### src/rtl/prim_pulse_pacer_if.sv
// prim_pulse_pacer_if: event input, paced output and status of the pulse pacer (drop_cnt_o with PRIM_PULSE_PACER_DROP_CNT_EN)
interface prim_pulse_pacer_if #(parameter int CntWidth = 4);
  logic                pulse_i;
  logic                clr_overflow_i;
  logic                pulse_o;
  logic [CntWidth-1:0] pending_o;
  logic                busy_o;
  logic                overflow_o;
`ifdef PRIM_PULSE_PACER_DROP_CNT_EN
  logic [7:0]          drop_cnt_o;
  modport master (output pulse_i, clr_overflow_i, input pulse_o, pending_o, busy_o, overflow_o, drop_cnt_o);
  modport slave  (input pulse_i, clr_overflow_i, output pulse_o, pending_o, busy_o, overflow_o, drop_cnt_o);
`else
  modport master (output pulse_i, clr_overflow_i, input pulse_o, pending_o, busy_o, overflow_o);
  modport slave  (input pulse_i, clr_overflow_i, output pulse_o, pending_o, busy_o, overflow_o);
`endif
endinterface

### src/rtl/prim_pulse_pacer.sv
// prim_pulse_pacer: queues event pulses and replays them GapCycles apart; PRIM_PULSE_PACER_DROP_CNT_EN adds a drop counter
module prim_pulse_pacer #(
  parameter int CntWidth  = 4,
  parameter int GapCycles = 6
) (
  input logic              clk_i,
  input logic              rst_i,
  prim_pulse_pacer_if.slave bus
);
  localparam int GW = $clog2(GapCycles);
  if (GapCycles < 2 || CntWidth < 1) begin : g_param_err
    $error("prim_pulse_pacer: GapCycles must be >= 2 and CntWidth >= 1");
  end
  typedef enum logic [1:0] {IDLE, EMIT, GAP} state_e;
  state_e              state_q, state_d;
  logic [GW-1:0]       gap_q, gap_d;
  logic [CntWidth-1:0] pending_q, pending_d;
  logic                pulse_q, pulse_d, overflow_q, overflow_d;
  logic                inc, dec, drop;
  always_comb begin
    dec        = state_q == EMIT;
    drop       = bus.pulse_i && pending_q == '1 && !dec;
    inc        = bus.pulse_i && !drop;
    pending_d  = pending_q + CntWidth'(inc) - CntWidth'(dec);
    overflow_d = drop || (overflow_q && !bus.clr_overflow_i);
    gap_d      = state_q == EMIT ? GW'(GapCycles - 2) :
                 (state_q == GAP && gap_q != '0) ? gap_q - GW'(1) : gap_q;
    state_d    = state_q == EMIT ? GAP :
                 state_q == GAP  ? (gap_q != '0 ? GAP : pending_d != '0 ? EMIT : IDLE) :
                 (pending_q != '0 ? EMIT : IDLE);
    pulse_d    = state_d == EMIT;
  end
  always_ff @(posedge clk_i or posedge rst_i) begin
    if (rst_i) begin
      state_q    <= IDLE;
      gap_q      <= '0;
      pending_q  <= '0;
      pulse_q    <= 1'b0;
      overflow_q <= 1'b0;
    end else begin
      state_q    <= state_d;
      gap_q      <= gap_d;
      pending_q  <= pending_d;
      pulse_q    <= pulse_d;
      overflow_q <= overflow_d;
    end
  end
  assign bus.pulse_o    = pulse_q;
  assign bus.pending_o  = pending_q;
  assign bus.busy_o     = state_q != IDLE || pending_q != '0;
  assign bus.overflow_o = overflow_q;
`ifdef PRIM_PULSE_PACER_DROP_CNT_EN
  logic [7:0] drop_cnt_q, drop_cnt_d;
  always_comb begin
    drop_cnt_d = drop ? (bus.clr_overflow_i ? 8'd1 : drop_cnt_q + {7'd0, drop_cnt_q != 8'hff}) :
                 bus.clr_overflow_i ? 8'd0 : drop_cnt_q;
  end
  always_ff @(posedge clk_i or posedge rst_i) begin
    if (rst_i) drop_cnt_q <= 8'd0;
    else       drop_cnt_q <= drop_cnt_d;
  end
  assign bus.drop_cnt_o = drop_cnt_q;
`endif
`ifdef INC_ASSERT
  localparam int SW = $clog2(GapCycles + 1);
  logic [SW-1:0] since_q;
  always_ff @(posedge clk_i or posedge rst_i) begin
    if (rst_i)                        since_q <= SW'(GapCycles);
    else if (pulse_q)                 since_q <= SW'(1);
    else if (since_q != SW'(GapCycles)) since_q <= since_q + SW'(1);
  end
  a_one_cycle: assert property (@(posedge clk_i) disable iff (rst_i) pulse_q |=> !pulse_q);
  a_spacing:   assert property (@(posedge clk_i) disable iff (rst_i) pulse_q |-> since_q == SW'(GapCycles));
  a_pending:   assert property (@(posedge clk_i) disable iff (rst_i) state_q == EMIT |-> pending_q != '0);
`endif
endmodule

### src/flat_wrapper.sv
// flat-port wrapper written by rule: the top's interface ports become plain ports
module prim_pulse_pacer_flat 
#(
  parameter int CntWidth  = 4,
  parameter int GapCycles = 6
)
  (clk_i, rst_i, bus_pulse_i, bus_clr_overflow_i, bus_pulse_o, bus_pending_o, bus_busy_o, bus_overflow_o);
  prim_pulse_pacer_if #(.CntWidth(CntWidth)) bus_i ();
  input logic clk_i;
  input logic rst_i;
  input wire logic [$bits(bus_i.pulse_i)-1:0] bus_pulse_i;
  input wire logic [$bits(bus_i.clr_overflow_i)-1:0] bus_clr_overflow_i;
  output wire logic [$bits(bus_i.pulse_o)-1:0] bus_pulse_o;
  output wire logic [$bits(bus_i.pending_o)-1:0] bus_pending_o;
  output wire logic [$bits(bus_i.busy_o)-1:0] bus_busy_o;
  output wire logic [$bits(bus_i.overflow_o)-1:0] bus_overflow_o;
  assign bus_i.pulse_i = bus_pulse_i;
  assign bus_i.clr_overflow_i = bus_clr_overflow_i;
  assign bus_pulse_o = bus_i.pulse_o;
  assign bus_pending_o = bus_i.pending_o;
  assign bus_busy_o = bus_i.busy_o;
  assign bus_overflow_o = bus_i.overflow_o;
  prim_pulse_pacer #(.CntWidth(CntWidth), .GapCycles(GapCycles)) u_core (.clk_i(clk_i), .rst_i(rst_i), .bus(bus_i));
endmodule
### config.mk
export PLATFORM = sky130hd
export DESIGN_NAME = prim_pulse_pacer_flat
export DESIGN_NICKNAME = d
export VERILOG_FILES = /design/src/rtl/prim_pulse_pacer_if.sv /design/src/rtl/prim_pulse_pacer.sv /design/src/flat_wrapper.sv
export SDC_FILE = /design/constraint.sdc
export NUM_CORES = 1
export LEC_CHECK = 0
export BUFFER_PORTS_ARGS = -buffer_cell sky130_fd_sc_hd__buf_2
export CORE_UTILIZATION = 30
export CTS_BUF_LIST = sky130_fd_sc_hd__clkbuf_16
export CTS_CLUSTER_SIZE = 12
export DETAILED_ROUTE_END_ITERATION = 16
export PLACE_DENSITY = 0.47
export SLEW_MARGIN = 5
export SYNTH_ARGS = -nofsm -noshare
export SYNTH_HDL_FRONTEND = slang
export SYNTH_SLANG_ARGS = --single-unit
### constraint.sdc
create_clock -name clk_i -period 3.3 [get_ports clk_i]
set_input_delay 0.33 -clock clk_i [delete_from_list [all_inputs] [get_ports clk_i]]
set_output_delay 0.33 -clock clk_i [all_outputs]
set_load 0.01 [all_outputs]
==> impl_metrics.csv <==
group,metric,value,unit
cts,cts_made_buffers,3,
place,dpl.hpwl,914.6,um
global_routing,antenna_found_initial,0,
timing,min_period,2.480,ns
synth,synth_area_leader_cell,"dfrtp_1",
cts,cts_resized,0,
global_routing,grt_overflow,0,
worst_setup_path,crit_path_top_delay_cell,"or4_4",
synth,synth-seq-cells,11,
timing,tns,0,ns
timing,worst_slack,0.8196,ns
layout,multi_input_area,331.6,sq um
timing,worst_pin_slew,0.4532,ns
worst_setup_path,critPathTopFamily,"adder cells",
die,dieArea,2363,sq um
worst_setup_path,cpMostUsedCell,"ha_1",
timing,finalSetupViolCount,0,
layout,finalCoreUtilization,40.50,%
place,gp_congestion,0.7013,
layout,fin_nets,92,
layout,stdcell_area,810.8,sq um
layout,fill_cells,205,
timing,fin_crit_sh,75.16,%
worst_hold_path,min_path_type,"in -> async",
layout,syn_to_final_growth,24.38,%
drt,ant_nets,0,
worst_setup_path,reg2regPathDepth,7,
cts,insertion_delay,0.23,ns
cts,post-cts-setup-buffer-count,0,
timing,fin_skew,0.001251,ns
place,place_area,732.0,sq um
synth,synth_top_area_share,42.23,%
worst_setup_path,rrSetupSlack,0.82,ns
cts,cts_tree,"yes",
place,place_inst,101,
layout,stdcell_count,105,
worst_setup_path,crit_type,"reg -> reg",
drt,viasPerCell,4.448,
power_and_ir_drop,leakagePower,0.0003923,uW
synth,synth_cell_types,25,
die,rows,16,
die,floorplan.initialDensity,32.56,%
synth,synth_seq_area_share,42.23,%
place,preCtsSetupSlack,0.8261,ns
worst_setup_path,crit_path_max_incr_delay,0.55,ns
die,die_w,48.62,um
worst_setup_path,critPathArrivalTime,2.59,ns
synth,synth_edf_count,0,
layout,drive_gt1_share,20.51,%
timing,drv_slew,0,
status,outcome,"finished clean",
worst_setup_path,critPathLaunchType,"flop",
synth,avgSynthCellArea,10.03,sq um
die,ios,11,
drt,drtPass1Iterations,3,
worst_setup_path,critPathBufInv,1,
drt,routedWlPerCell,11.07,um
synth,synthCells,65,
timing,fmax,0.4032,GHz
cts,clkSlewWorstSetupHoldPaths,0.04,ns
cts,cts_buffer_depth,2,
drt,drt_iter0_drc,6,
layout,final_common_cell,"inv_1",
timing,hold_viol,0,
worst_setup_path,cp_num_cells,7,
worst_setup_path,path_cells,"and2b_4 -> ha_1 -> inv_1 -> ha_1 -> fa_1 -> or4_4 -> a2bb2oi_1",
layout,ff_latch_area,275.3,sq um
synth,synth_fp_nets,78,
synth,netlist_area,651.9,sq um
drt,drcViolationCount,0,
global_routing,grt_first_pass_wirelength,1938,um
worst_setup_path,worstPathRequired,3.41,ns
timing,rsz0062_at_grt,"no",
layout,insertedDiodeCount,0,
worst_setup_path,critPathMaxFanout,11,
synth,synth_warnings,0,
power_and_ir_drop,p_per_area,1167,nW/um^2
worst_setup_path,crit_path_end_kind,"flop",
global_routing,grt_max_degree,12,
drt,vias,467,
flow_run,cap_viol_max_count,0,
die,design.core.area,2002,sq um
layout,final_cell_mix,"12 x inv_1, 11 x dfrtp_1, 10 x buf_2",
synth,synth_ff_type,"dfrtp_1",
global_routing,grt_pass1_vias,450,
cts,root_buffer,"clkbuf_16",
cts,cts_hold_buf,0,
drt,wl,1162,um
cts,clock_sinks,11,
worst_setup_path,cp-startpoint,"u_core.state_q[0]",
global_routing,track_usage,10.93,%
cts,htree_levels,1,
synth,async_flop_share,100.0,%
synth,synth_area_leaders,"dfrtp_1 42%, ha_1 15%, inv_1 6.3%",
die,die_y,48.62,um
place,portBuffers,10,
worst_setup_path,r2r_start,"u_core.state_q[0]",
power_and_ir_drop,peakVddDrop,0.0006247,V
timing,slew_headroom,69.75,%
[report_power, final]
part | internal (uW) | total, uW | switching, uW | leakage (uW)
Clock | 159 | 213 | 54.8 | 0.0000423
Combinational | 223 | 466 | 244 | 0.000218
Sequential | 204 | 266 | 61.8 | 0.000132
Total | 586 | 946 | 360 | 0.000392
[final cells by class]
class                      instances  share of cell area, %
clock buffer                       3                  9.259
clock inverter                     1                 0.4630
inverter                          11                  5.093
multi-input combinational         42                  40.90
sequential                        11                  33.95
tap                               27                  4.167
timing repair buffer              10                  6.173
[worst reg2reg max path: stages, from the launching register on]
cell and delay (ns):
dfrtp_1 0.47, and2b_4 0.23, ha_1 0.26, inv_1 0.04, ha_1 0.21, fa_1 0.45
or4_4 0.55, a2bb2oi_1 0.14
[sequential cells by signal, summed over array words and instances, names as in the netlist]
signal                 cells
u_core.bus.pending_o       4
u_core.gap_q               3
u_core.state_q             2
u_core.bus.overflow_o      1
u_core.bus.pulse_o         1
[per-layer routing]
metal  share of wire, %  GRT usage [%]  up-vias
li1                   -              -      252
met4                  0          5.882        0
met2                 45          15.51        6
met5                  0              0        -
met1                 51          14.40      209
met3                4.3          3.774        0
[Yosys cell counts (2+ instances only)]
master and number:
a21oi_1 4, a2bb2oi_1 2, dfrtp_1 11, ha_1 8, inv_1 11, nand3_1 2, nor2_1 3, nor3_1 2
o21ai_0 3, o22ai_1 3, xor2_1 2
[final timing paths]
check	endpoint
setup / recovery	u_core.state_q[0]
hold / removal	u_core.state_q[1]
setup reg to reg	u_core.state_q[0]
hold reg to reg	u_core.bus.overflow_o
max in group asynchronous	u_core.state_q[0]
min in group clk_i	u_core.bus.overflow_o
[cells by family after synthesis]
kind of cell	share of synthesized area, %
simple gates	14.21
compound gates	15.55
xor+xnor	2.688
buf+inv	6.909
flops	42.23
fa+ha+maj	18.43
[per-stage QoR]
step / hold WS (ns) / power, uW
5_1_grt: 0.1411 / 1032
3_3_place_gp: 0.3623 / 738.1
3_5_place_dp: 0.3573 / 743.8
2_1_floorplan: 0.1824 / 625.4
6_report: 0.09467 / 946.1
4_1_cts: 0.1075 / 964.5
(Power assumes the default switching activity.)
